--- config.mk ---
export PLATFORM = sky130hd
export DESIGN_NAME = vehicle_sense_cond
export DESIGN_NICKNAME = d
export VERILOG_FILES = /design/src/rtl/vehicle_sense_cond.sv
export SDC_FILE = /design/constraint.sdc
export NUM_CORES = 1
export LEC_CHECK = 0
export CAP_MARGIN = 10
export CORE_ASPECT_RATIO = 0.9
export CORE_MARGIN = 3
export CORE_UTILIZATION = 50
export DETAILED_ROUTE_END_ITERATION = 10
export PLACE_DENSITY = 0.77
export SYNTH_ARGS = -nofsm -noshare
export SYNTH_HDL_FRONTEND = slang
export SYNTH_SLANG_ARGS = --single-unit
--- constraint.sdc ---
create_clock -name clk -period 9.1 [get_ports clk]
set_input_delay 1.365 -clock clk [delete_from_list [all_inputs] [get_ports clk]]
set_output_delay 1.365 -clock clk [all_outputs]
set_load 0.005 [all_outputs]
--- src/rtl/vehicle_sense_cond.sv ---
// Loop-detector conditioning for a four-approach intersection: debounces each raw
// loop, holds presence across short gaps, flags stuck loops and counts arrivals.
module vehicle_sense_cond #(
  parameter int DEB   = 3,
  parameter int HOLD  = 4,
  parameter int STUCK = 60
) (
  input  logic       clk,
  input  logic       rst,
  input  logic       tick,
  input  logic       loop_n,
  input  logic       loop_e,
  input  logic       loop_s,
  input  logic       loop_w,
  input  logic       clr_cnt,
  output logic       sensor_north,
  output logic       sensor_east,
  output logic       sensor_south,
  output logic       sensor_west,
  output logic [7:0] veh_cnt_n,
  output logic [7:0] veh_cnt_e,
  output logic [7:0] veh_cnt_s,
  output logic [7:0] veh_cnt_w,
  output logic [3:0] fault
);

  typedef enum logic [2:0] {
    S_IDLE    = 3'd0,
    S_QUAL    = 3'd1,
    S_PRESENT = 3'd2,
    S_GAP     = 3'd3,
    S_FAULT   = 3'd4
  } chan_state_t;

  localparam int QW = $clog2(DEB + 1);
  localparam int GW = $clog2(HOLD + 1);
  localparam int OW = $clog2(STUCK + 1);

  localparam logic [QW-1:0] DEB_M1   = QW'(DEB - 1);
  localparam logic [GW-1:0] HOLD_M1  = GW'(HOLD - 1);
  localparam logic [OW-1:0] STUCK_M1 = OW'(STUCK - 1);

  logic [3:0] raw;
  logic [3:0] sensor_vec;
  logic [3:0] fault_vec;
  logic [7:0] cnt_vec [4];

  assign raw = {loop_w, loop_s, loop_e, loop_n};

  // Each channel's FSM state is the per-block signal g_chan[i].state_q.
  for (genvar i = 0; i < 4; i++) begin : g_chan
    chan_state_t   state_q, state_d;
    logic [QW-1:0] qual_q, qual_d;
    logic [GW-1:0] gap_q, gap_d;
    logic [OW-1:0] on_q, on_d;
    logic          arrival;
    logic          sensor_q;
    logic          fault_q;
    logic [7:0]    cnt_q;

    // qual_* doubles as the clear-qualify count while in FAULT.
    always_comb begin
      state_d = state_q;
      qual_d  = qual_q;
      gap_d   = gap_q;
      on_d    = on_q;
      arrival = 1'b0;
      if (tick) begin
        case (state_q)
          S_IDLE: begin
            if (raw[i]) begin
              if (DEB == 1) begin
                state_d = S_PRESENT;
                qual_d  = '0;
                on_d    = '0;
                arrival = 1'b1;
              end else begin
                state_d = S_QUAL;
                qual_d  = QW'(1);
              end
            end
          end
          S_QUAL: begin
            if (!raw[i]) begin
              state_d = S_IDLE;
              qual_d  = '0;
            end else if (qual_q == DEB_M1) begin
              state_d = S_PRESENT;
              qual_d  = '0;
              on_d    = '0;
              arrival = 1'b1;
            end else begin
              qual_d = qual_q + 1'b1;
            end
          end
          S_PRESENT: begin
            if (raw[i]) begin
              if (on_q == STUCK_M1) begin
                state_d = S_FAULT;
                on_d    = '0;
                qual_d  = '0;
              end else begin
                on_d = on_q + 1'b1;
              end
            end else if (HOLD == 1) begin
              state_d = S_IDLE;
              on_d    = '0;
            end else begin
              state_d = S_GAP;
              gap_d   = GW'(1);
            end
          end
          S_GAP: begin
            if (raw[i]) begin
              state_d = S_PRESENT;
              gap_d   = '0;
            end else if (gap_q == HOLD_M1) begin
              state_d = S_IDLE;
              gap_d   = '0;
              on_d    = '0;
            end else begin
              gap_d = gap_q + 1'b1;
            end
          end
          S_FAULT: begin
            if (raw[i]) begin
              qual_d = '0;
            end else if (qual_q == DEB_M1) begin
              state_d = S_IDLE;
              qual_d  = '0;
            end else begin
              qual_d = qual_q + 1'b1;
            end
          end
          default: begin
            state_d = S_IDLE;
            qual_d  = '0;
            gap_d   = '0;
            on_d    = '0;
          end
        endcase
      end
    end

    always_ff @(posedge clk or posedge rst) begin
      if (rst) begin
        state_q  <= S_IDLE;
        qual_q   <= '0;
        gap_q    <= '0;
        on_q     <= '0;
        sensor_q <= 1'b0;
        fault_q  <= 1'b0;
      end else begin
        state_q  <= state_d;
        qual_q   <= qual_d;
        gap_q    <= gap_d;
        on_q     <= on_d;
        sensor_q <= (state_d inside {S_PRESENT, S_GAP, S_FAULT});
        fault_q  <= (state_d == S_FAULT);
      end
    end

    // A clear wins over a coincident arrival.
    always_ff @(posedge clk or posedge rst) begin
      if (rst) begin
        cnt_q <= 8'd0;
      end else if (clr_cnt) begin
        cnt_q <= 8'd0;
      end else if (arrival && (cnt_q != 8'hFF)) begin
        cnt_q <= cnt_q + 8'd1;
      end
    end

    assign sensor_vec[i] = sensor_q;
    assign fault_vec[i]  = fault_q;
    assign cnt_vec[i]    = cnt_q;
  end

  assign sensor_north = sensor_vec[0];
  assign sensor_east  = sensor_vec[1];
  assign sensor_south = sensor_vec[2];
  assign sensor_west  = sensor_vec[3];
  assign veh_cnt_n    = cnt_vec[0];
  assign veh_cnt_e    = cnt_vec[1];
  assign veh_cnt_s    = cnt_vec[2];
  assign veh_cnt_w    = cnt_vec[3];
  assign fault        = fault_vec;

endmodule

==> impl_metrics.json <==
{
  "io_pins": 48,
  "worstMarginPinSlew_ns": 1.141,
  "hp-class": "reg -> reg",
  "synth_top_family_by_area": "simple AND/OR/NAND/NOR gates",
  "cts_buffer_depth": 2,
  "clk_pin_slew_worst_paths_ns": 0.06,
  "crit_path_end_kind": "flip-flop",
  "multi_input_area_um2": 2867,
  "port-buffer-count": 47,
  "slew_headroom_pct": 23.67,
  "syn2layout_area_growth_pct": 14.60,
  "synth-main-ff-cell": "dfrtp_1",
  "cts-resized-gates": 0,
  "synth-compound-area-share_pct": 17.38,
  "synth_area_leader_cell": "dfrtp_1",
  "hold_depth": 1,
  "synth_nets": 614,
  "rr_worst_depth": 6,
  "routed_wl_um": 11250,
  "yosysWarnings": 0,
  "path_cells": "clkdlybuf4s50_1 > buf_4 > clkinv_1 > a211oi_2 > o21ai_0 > a32o_1",
  "setup_tns_ns": 0,
  "cts_setup_buffers": 0,
  "grt_max_degree": 69,
  "grt_pass1_vias": 4276,
  "synth_area_um2": 5485,
  "peakVddDrop_mv": 0.09181,
  "critPathMaxStageDelay_ns": 0.63,
  "num_rows": 35,
  "synth-simple-area-share_pct": 24.77,
  "ant_nets": 0,
  "die-area_um2": 12270,
  "wl_per_cell_um": 14.84,
  "async_flop_share_pct": 100.0,
  "yosysTopAreaCellShare_pct": 43.80,
  "clockRootBuffer": "clkbuf_16",
  "syn_area_per_cell_um2": 9.234,
  "status": "complete, no violations",
  "die_w_um": 116.4,
  "rsz0062_at_grt": "no",
  "drc": 0,
  "coreArea_um2": 10470,
  "register_area_um2": 2402,
  "firstDrtPassIters": 5,
  "p_per_area_nw_per_um2": 210.8,
  "worstSkewPairLatency_ns": 0.35,
  "cts-buffers-inserted": 9,
  "cp-start-kind": "input port",
  "synth_area_leaders": "dfrtp_1 (44%), o21ai_0 (4.7%), nor2_1 (3.6%)",
  "cp_slowest_cell": "a211oi_2",
  "antenna_found_initial": 0,
  "grt_use_total_pct": 19.83,
  "vias_per_cell": 5.949,
  "initial_core_util_pct": 52.41,
  "fin_crit_sh_pct": 38.49,
  "final_max_slew_viol_count": 0,
  "gp_congestion": 0.8629,
  "critPathArrivalTime_ns": 3.73,
  "grt_pass1_wl_um": 20040,
  "drt_iter0_drc": 365,
  "die_y_um": 105.4,
  "muxShareOfSynthArea_pct": 2.737,
  "clock_sinks": 96,
  "routed-via-count": 4509,
  "synth_edf_count": 0,
  "cap_violations": 0,
  "fin_skew_ns": 0.01078,
  "layout.nets": 645,
  "setup_viol": 0,
  "n_antenna_cell": 0,
  "place_hpwl_um": 7817,
  "synth_xor_area_share_pct": 4.630,
  "hold_buffers": 0,
  "synthCells": 594,
  "max_freq_mhz": 285.5,
  "h-tree-depth": 3,
  "p_leak_nw": 2.574,
  "path_max_fanout": 34,
  "power.total_mw": 1.325,
  "layout-drive-gt1-share_pct": 6.200,
  "ys_ff_latch": 96,
  "ys_seq_area_share_pct": 43.80,
  "layout_min_cycle_time_ns": 3.503,
  "grt.overflow.total": 0,
  "synth_fa_ha_area_share_pct": 2.737,
  "tritoncts": "yes",
  "hold_viol_final": 0,
  "required_ns": 9.33,
  "path_class": "in -> reg",
  "yosysUniqueCellTypes": 66,
  "fillers": 846
}
power breakdown:
group	internal [mW]	switching [mW]
combinational	0.163	0.188
sequential	0.494	0.101
clock	0.213	0.166
metrics by stage:
step	instances	utilization (%)	area, um^2	hold WS, ns	worst slack, ns
CTS	758	60.06	6286	0.4866	5.659
global placement	743	57.25	5992	0.4640	5.371
global route	758	60.06	6286	0.5035	5.373
detailed placement	743	57.25	5992	0.4753	5.287
floorplan	594	-	5485	0.4437	5.230
finish	758	60.06	6286	0.4820	5.597
final cells by class:
cell class                      instances  area share, %
Sequential cell                        96          38.22
Clock buffer                            9          3.583
Clock inverter                          6          1.095
Timing Repair Buffer                   49          7.723
Inverter                               20          1.214
Tap cell                              129          2.568
Multi-Input combinational cell        449          45.60
metal layers:
layer,routed length (um),up-vias,global-route usage (%)
met2,5369,93,31.62
met3,521,17,4.076
met4,155,0,5.717
met1,5206,2197,27.23
met5,0,-,0
li1,-,2202,-
synthesized netlist by cell type (all sizes together) (7+ instances only):
cell    number
and2         7
o31ai       12
nor2        53
and3        12
inv         19
xor2        11
mux2         8
o21ai       53
xnor2       18
nand2b      21
nor4         7
nand2       41
nor2b       17
buf         14
nor3        16
clkbuf      15
o211ai       8
a21oi       21
nand4       10
nand3       29
nor3b        8
dfrtp       96
ha          12
state kept, by name, indices dropped and copies added (netlist names):
signal	cells
g_chan.fault_q	4
g_chan.gap_q	12
g_chan.on_q	24
g_chan.qual_q	8
g_chan.state_q	12
sensor_east	1
sensor_north	1
sensor_south	1
sensor_west	1
veh_cnt_e	8
veh_cnt_n	8
veh_cnt_s	8
veh_cnt_w	8
final timing paths:
path	startpoint	to	slack (ns)
setup reg to reg	g_chan[3].on_q[0]	sensor_west	6.93
setup / recovery	tick	g_chan[3].on_q[5]	5.60
hold / removal	g_chan[1].on_q[5]	g_chan[1].on_q[5]	0.48
min in group asynchronous	rst	g_chan[0].qual_q[0]	1.35
hold reg to reg	g_chan[1].on_q[5]	g_chan[1].on_q[5]	0.48
max in group asynchronous	rst	g_chan[1].on_q[4]	6.56
logic make-up (layout without fill, tap and decap cells):
kind of cell               count (synthesis)  count (layout)
adders and majority gates                 12              12
muxes                                     14              14
and+or+nand+nor                          252             252
AOI/OAI and AO/OA                        142             142
DFF                                       96              96
buffers and inverters                     49              84
xor gates and xnor gates                  29              29
layout by cell type (no fill, tap or decap), types with 12 or more instances in the layout:
| master | instances |
|---|---|
| a21oi_1 | 21 |
| and3_1 | 12 |
| clkdlybuf4s50_1 | 47 |
| dfrtp_1 | 96 |
| ha_1 | 12 |
| inv_1 | 18 |
| nand2_1 | 41 |
| nand2b_1 | 21 |
| nand3_1 | 29 |
| nor2_1 | 53 |
| nor2b_1 | 17 |
| nor3_1 | 16 |
| o21ai_0 | 51 |
| o31ai_1 | 12 |
| xnor2_1 | 18 |
worst max-delay path: cells and delay by family:
kind	cells	cell delay, ns
buffers and inverters	3	1.28
AOI/OAI and AO/OA	3	1.07
Note: power is estimated with default switching activity, not from simulation.
